File: src/rtl/spi_reg_bank.sv
// spi_reg_bank: SPI (mode 0) slave that exposes NUM_REGS registers of DATA_W bits.
// Frame layout, MSB first: R/W (1 = write), ADDR_W address bits, DATA_W data bits.
// All SPI inputs are synchronised into clk. Edges are detected only on the
// synchronised copies.
// Optional read-back is enabled by defining SPI_REG_BANK_READ_EN. Without it,
// cipo and cipo_oe are tied low.
module spi_reg_bank #(
    parameter int NUM_REGS = 8,
    parameter int ADDR_W   = 7,
    parameter int DATA_W   = 8
) (
    input  logic                         clk,
    input  logic                         rst_n,
    input  logic                         nCS,
    input  logic                         SCLK,
    input  logic                         copi,
    output logic                         cipo,
    output logic                         cipo_oe,
    output logic [NUM_REGS*DATA_W-1:0]   regs_flat,
    output logic                         wr_strobe,
    output logic [ADDR_W-1:0]            wr_addr
);

    localparam int FRAME = 1 + ADDR_W + DATA_W;
    localparam int CNT_W = $clog2(FRAME + 1);
    localparam logic [CNT_W-1:0] LAST_CNT = CNT_W'(FRAME - 1);

    typedef enum logic [1:0] {
        IDLE  = 2'd0,
        SHIFT = 2'd1,
        DONE  = 2'd2
    } state_t;

    // Synchroniser stages: [0] and [1] form the 2-FF chain. [2] is the delayed
    // copy that the edge detectors use.
    logic [2:0] ncs_sync_reg;
    logic [2:0] sclk_sync_reg;
    logic [1:0] copi_sync_reg;

    logic ncs_fall;
    logic ncs_rise;
    logic sclk_rise;
    logic copi_s;

    state_t               state_reg, state_next;
    logic [CNT_W-1:0]     cnt_reg, cnt_next;
    logic [FRAME-1:0]     shreg_reg, shreg_next;
    logic                 commit_reg, commit_next;

    logic [DATA_W-1:0]    regs_reg [NUM_REGS];
    logic [NUM_REGS-1:0]  wr_hit;
    logic                 frame_rw;
    logic [ADDR_W-1:0]    frame_addr;
    logic [DATA_W-1:0]    frame_data;
    logic                 addr_valid;
    logic                 do_write;
    logic                 wr_strobe_reg;
    logic [ADDR_W-1:0]    wr_addr_reg;

    // Bring the asynchronous SPI pins into the clk domain.
    always_ff @(posedge clk or negedge rst_n) begin
        if (!rst_n) begin
            ncs_sync_reg  <= '0;
            sclk_sync_reg <= '0;
            copi_sync_reg <= '0;
        end else begin
            ncs_sync_reg  <= {ncs_sync_reg[1:0], nCS};
            sclk_sync_reg <= {sclk_sync_reg[1:0], SCLK};
            copi_sync_reg <= {copi_sync_reg[0], copi};
        end
    end

    assign ncs_fall  =  ncs_sync_reg[2]  & ~ncs_sync_reg[1];
    assign ncs_rise  = ~ncs_sync_reg[2]  &  ncs_sync_reg[1];
    assign sclk_rise = ~sclk_sync_reg[2] &  sclk_sync_reg[1];
    assign copi_s    =  copi_sync_reg[1];

    // Frame FSM state, bit counter, shift register and one-cycle commit flag.
    always_ff @(posedge clk or negedge rst_n) begin
        if (!rst_n) begin
            state_reg  <= IDLE;
            cnt_reg    <= '0;
            shreg_reg  <= '0;
            commit_reg <= 1'b0;
        end else begin
            state_reg  <= state_next;
            cnt_reg    <= cnt_next;
            shreg_reg  <= shreg_next;
            commit_reg <= commit_next;
        end
    end

    // Next-state logic. A rise on nCS returns to IDLE from any state.
    always_comb begin
        state_next  = state_reg;
        cnt_next    = cnt_reg;
        shreg_next  = shreg_reg;
        commit_next = 1'b0;
        case (state_reg)
            IDLE: begin
                if (ncs_fall) begin
                    state_next = SHIFT;
                    cnt_next   = '0;
                    shreg_next = '0;
                end
            end
            SHIFT: begin
                if (sclk_rise) begin
                    shreg_next = {shreg_reg[FRAME-2:0], copi_s};
                    cnt_next   = cnt_reg + CNT_W'(1);
                    if (cnt_reg == LAST_CNT) begin
                        state_next  = DONE;
                        commit_next = 1'b1;
                    end
                end
            end
            DONE: begin
                // Surplus SCLK edges are ignored until nCS goes high.
            end
            default: begin
                state_next = IDLE;
            end
        endcase
        if (ncs_rise) begin
            state_next = IDLE;
        end
    end

    assign frame_rw   = shreg_reg[FRAME-1];
    assign frame_addr = shreg_reg[FRAME-2 -: ADDR_W];
    assign frame_data = shreg_reg[DATA_W-1:0];

    generate
        for (genvar gi = 0; gi < NUM_REGS; gi++) begin : g_reg
            assign wr_hit[gi] = (frame_addr == ADDR_W'(gi));
            assign regs_flat[gi*DATA_W +: DATA_W] = regs_reg[gi];
        end
    endgenerate

    // The address is valid exactly when it matches an implemented register.
    assign addr_valid = |wr_hit;
    assign do_write   = commit_reg & frame_rw & addr_valid;

    // Register file. The write lands one clk after the frame completes.
    always_ff @(posedge clk or negedge rst_n) begin
        if (!rst_n) begin
            for (int k = 0; k < NUM_REGS; k++) begin
                regs_reg[k] <= '0;
            end
        end else if (do_write) begin
            for (int k = 0; k < NUM_REGS; k++) begin
                if (wr_hit[k]) begin
                    regs_reg[k] <= frame_data;
                end
            end
        end
    end

    // Write notification. The strobe goes high in the same cycle the register updates.
    always_ff @(posedge clk or negedge rst_n) begin
        if (!rst_n) begin
            wr_strobe_reg <= 1'b0;
            wr_addr_reg   <= '0;
        end else begin
            wr_strobe_reg <= do_write;
            if (do_write) begin
                wr_addr_reg <= frame_addr;
            end
        end
    end

    assign wr_strobe = wr_strobe_reg;
    assign wr_addr   = wr_addr_reg;

`ifdef SPI_REG_BANK_READ_EN
    localparam int TX_W = $clog2(DATA_W + 1);
    localparam logic [CNT_W-1:0] ADDR_END_CNT = CNT_W'(ADDR_W);

    logic                 sclk_fall;
    logic                 rd_rw;
    logic [ADDR_W-1:0]    rd_addr;
    logic                 rd_latch;
    logic [DATA_W-1:0]    rd_data;
    logic [DATA_W-1:0]    tx_shift_reg;
    logic [TX_W-1:0]      tx_left_reg;
    logic                 cipo_reg;
    logic                 cipo_oe_reg;

    assign sclk_fall = sclk_sync_reg[2] & ~sclk_sync_reg[1];

    // The R/W bit and the address sit in the low bits of shreg_next on the rise
    // that completes the address field.
    assign rd_rw    = shreg_next[ADDR_W];
    assign rd_addr  = shreg_next[ADDR_W-1:0];
    assign rd_latch = (state_reg == SHIFT) && sclk_rise && (cnt_reg == ADDR_END_CNT)
                      && !rd_rw && !ncs_rise;

    // Read mux. An address with no register reads back as zero.
    always_comb begin
        rd_data = '0;
        for (int k = 0; k < NUM_REGS; k++) begin
            if (rd_addr == ADDR_W'(k)) begin
                rd_data = regs_reg[k];
            end
        end
    end

    // Read data shifter. Each detected SCLK fall presents the next bit, MSB first.
    always_ff @(posedge clk or negedge rst_n) begin
        if (!rst_n) begin
            tx_shift_reg <= '0;
            tx_left_reg  <= '0;
            cipo_reg     <= 1'b0;
            cipo_oe_reg  <= 1'b0;
        end else if (ncs_rise || state_reg == IDLE) begin
            tx_shift_reg <= '0;
            tx_left_reg  <= '0;
            cipo_reg     <= 1'b0;
            cipo_oe_reg  <= 1'b0;
        end else if (rd_latch) begin
            tx_shift_reg <= rd_data;
            tx_left_reg  <= TX_W'(DATA_W);
        end else if (sclk_fall && tx_left_reg != '0) begin
            cipo_reg     <= tx_shift_reg[DATA_W-1];
            cipo_oe_reg  <= 1'b1;
            tx_shift_reg <= {tx_shift_reg[DATA_W-2:0], 1'b0};
            tx_left_reg  <= tx_left_reg - TX_W'(1);
        end else if (sclk_fall) begin
            cipo_reg     <= 1'b0;
            cipo_oe_reg  <= 1'b0;
        end
    end

    // Gate with synchronised nCS so that the pin is released immediately on deselect.
    assign cipo    = cipo_reg    & ~ncs_sync_reg[1];
    assign cipo_oe = cipo_oe_reg & ~ncs_sync_reg[1];
`else
    assign cipo    = 1'b0;
    assign cipo_oe = 1'b0;
`endif

endmodule
File: config.mk
export PLATFORM = sky130hd
export DESIGN_NAME = spi_reg_bank
export DESIGN_NICKNAME = d
export VERILOG_FILES = /design/src/rtl/spi_reg_bank.sv
export SDC_FILE = /design/constraint.sdc
export NUM_CORES = 1
export LEC_CHECK = 0
export CAP_MARGIN = 20
export CORE_MARGIN = 3
export CORE_UTILIZATION = 46
export DETAILED_ROUTE_END_ITERATION = 16
export PLACE_DENSITY = 0.8
export SYNTH_ARGS = -nofsm -noshare
export SYNTH_HDL_FRONTEND = slang
export SYNTH_SLANG_ARGS = --single-unit
File: constraint.sdc
create_clock -name clk -period 1.77 [get_ports clk]
set_clock_uncertainty 0.2 [all_clocks]
set_input_delay 0.354 -clock clk [delete_from_list [all_inputs] [get_ports clk]]
set_output_delay 0.354 -clock clk [all_outputs]
set_load 0.01 [all_outputs]
==> results.txt <==
The start of the worst register-to-register path is shreg_reg[13]. The max-cap violation count is 0. The power after layout came out at 4.27 mW. The first-pass iteration count of the detailed router came out at 4. The clock latency on the worst-skew pair came out at 0.36 ns.

The die covers 9990 sq um. The average footprint of a synthesized cell is 15.4 sq um. The net count of the finished layout is 362. The initial cell density of the core is 0.484. The fraction of layout instances using a drive strength above 1 came out at 0.345. The via density per instance came out at 5.31. In this design, the largest share of critical-path delay is due to simple AND/OR/NAND/NOR gates.

The simple logic cell fraction of the synthesized area came out at 0.0718. The maximum single-stage delay on the critical path came out at 0.39 ns. The cell area reported after detailed placement is 5110 sq um. The final cell count without fillers came out at 462. The final worst setup slack is -0.00233 ns. The total buffers and inverters traversed by the critical path is 0. The number of buffers added for setup after CTS came out at 0.

The register clock-pin slew on the reported worst setup and hold paths is 0.09 ns. The die is 100 um wide. The number of antenna violations at the first check in global routing came out at 0. The launch point of the critical path is shreg_reg[13].

Summed over all layers, the routed wires come to 8400 um. After detailed routing, the average wire length per cell comes to 18.2 um. The post-DP HPWL is 5880 um. In this run the remaining antenna-violating nets after routing total 0. The total number of yosys warnings is 0. The buffer levels on the longest clock path came out at 2. The share of the Yosys chip area taken by registers is 0.641. After synthesis, the cell types taking the most area are dfrtp_1 64%, mux2_2 18%, a22o_1 3.9%, ha_1 1.2%, nand4_4 1.0%.

The clock tree from TritonCTS is yes. In the global route stage, overall resource usage came out at 0.175. The share of synthesized cell area in full adder, half adder and majority cells came out at 0.0123. The number of placed I/O pins is 79.

Setup repair after global routing could not meet its margin everywhere. The count of clock tree sinks is 104. The area share of xor/xnor cells in the synthesized design is 0. The achievable frequency is 564 MHz. The number of flip-flops in the largest register is 64. The proportion of netlist area held by the largest area contributor came out at 0.641. The cell area that synthesis handed to floorplanning was 4060 sq um. The floorplan row count is 33. The number of unique standard cell types used by synthesis is 41.

The required time at the worst-slack endpoint came out at 1.81 ns. The area fraction in compound gates after synthesis came out at 0.0542. The commonest cells after synthesis are 104 x dfrtp_1, 66 x mux2_2, 18 x a22o_1. The portion of the clock cycle consumed by the worst path in the final layout is 1.00. The total leakage power is 2.97 nW.

The synthesized instance count came out at 264. VDD sags by at most 0.809 mV. The run finished, with violations left. In this run, placement finished with an instance count of 446.

After global routing the overflow that remains totals 0. The cell area after layout came out at 5300 sq um. The most common cell in the synthesized netlist is dfrtp_1. The final hold violation count is 0. In this run the most critical hold path is launched from sclk_sync_reg[0]. The slowest stage of the critical path belongs to the cell dfrtp_1.

The detailed-route DRC error count came out at 0. The number of flops mapped to enable cells by yosys came out at 0. The number of flip-flops and latches in the synthesized netlist came out at 104. The area added between synthesis and finish came out at 30.6%. The number of buffers added on ports is 76. The arrival time of data at the critical path endpoint is 1.81 ns.

After synthesis, the share of flip-flops with an asynchronous set or reset is 1.00. The routability congestion estimate from global placement came out at 0.846. In this run the number of H-tree levels came out at 3. The portion of synthesized area spent on multiplexers is 0.189.

The worst hold margin came out at 0.156 ns. Entering global routing, the biggest net connects 32 pins. The worst setup path is of the register to register kind. Traced cell by cell, the critical path runs through and4bb_2 -> and4b_4 -> mux2_4. The checks that failed: setup timing. The number of diodes added for antenna fixing is 0.

The cell sitting at the root of the clock tree is a clkbuf_8. The detailed router finished its first iteration with 87 violations. The most used flip-flop cell after synthesis is dfrtp_1.

The total vias in the final route came out at 2455. The launching element type of the critical path is a register. The global-route wire length before repair came out at 13700 um. The placeable core region is 8380 sq um. The number of global-route vias before repair came to 2634. The worst setup path is captured at a register.

For this run, the share of the core covered by cells in the final layout is 0.632. By area, the combinational part of the netlist is dominated by multiplexers. Setup violations remaining at the end of the flow were counted as 1. The leading area contributor after synthesis is dfrtp_1. The worst hold path belongs to the class register to register.

The die is 100 um tall. The total count of max-transition violations in the final report is 0. The clock buffer count from CTS is 9. The maximum fanout along the worst path came out at 8. After layout, the minimum clock period comes to 1.77 ns. The power density over the cells is 805 nW/um^2.
==> cell families (layout without fill, tap and decap cells) <==
group / after synthesis / after routing
DFF: 104 / 104
muxes: 68 / 68
and+or+nand+nor: 35 / 35
AOI/OAI and AO/OA: 26 / 26
buffers and inverters: 26 / 118
adders and majority gates: 4 / 4
other: 1 / 2
==> routing by layer <==
layer  share of wire  vias up  GRT usage
met5               0        -          0
met1            0.44     1265      0.232
met4           0.012        0     0.0410
li1                -     1114          -
met2            0.48       63      0.276
met3           0.065       13     0.0639
==> worst reg2reg max path: stages, from the launching register on <==
cell and delay [ns]:
dfrtp_1 0.39, and4bb_2 0.37, and4b_4 0.38, mux2_4 0.32
==> final timing paths <==
path / endpoint / slack (ns) / depth (start not counted)
worst max-delay path: regs_flat[3] / -0.002 / 3
worst min-delay path: sclk_sync_reg[1] / 0.16 / 0
worst max register to register: regs_flat[3] / -0.002 / 3
worst min register to register: sclk_sync_reg[1] / 0.16 / 0
max in group asynchronous: regs_flat[52] / 0.59 / 3
min in group asynchronous: regs_flat[11] / 0.27 / 2
==> layout by cell type, fill, tap and decap left out, types with 2 or more instances in the layout <==
cell	instances
buf_12	8
buf_4	12
and2_1	4
mux2_4	9
nand2_1	5
clkinvlp_4	2
nand4_4	2
conb_1	2
clkbuf_8	10
nand3b_1	2
clkdlybuf4s50_1	3
dfrtp_1	101
nand3_2	3
and3_1	2
a22o_1	18
dlygate4sd2_1	72
nor2_1	2
ha_1	3
inv_1	7
mux2_2	58
dfrtp_2	3
==> metrics by stage <==
step                setup WS, ns  TNS (ns)
global route             -0.0531    -0.736
finish                  -0.00233  -0.00233
global placement          0.0314         0
detailed placement       -0.0565   -0.0565
CTS                      -0.0141   -0.0535
floorplan                -0.0266    -0.219
==> what timing repair did <==
action / CTS / global route
pin swaps: 0 / 6
hold buffers: 1 / 0
hold endpoints to repair: 28 / 0
endpoints found under the setup margin: 79 / 54
gates resized for setup: 75 / 17
==> final cells by class <==
cell class,count,area (sq um)
flip-flops and latches,104,2610
repair buffers,96,921
fillers,654,3080
clock inverters,5,65.1
clock buffers,10,138
multi-input cells,135,1410
well taps,105,131
inverters,7,26.3
==> power breakdown <==
part | switching (mW) | internal [mW]
combinational | 0.126 | 0.115
sequential | 0.102 | 2.43
clock | 0.794 | 0.700
Note: power is estimated with default switching activity, not from simulation.
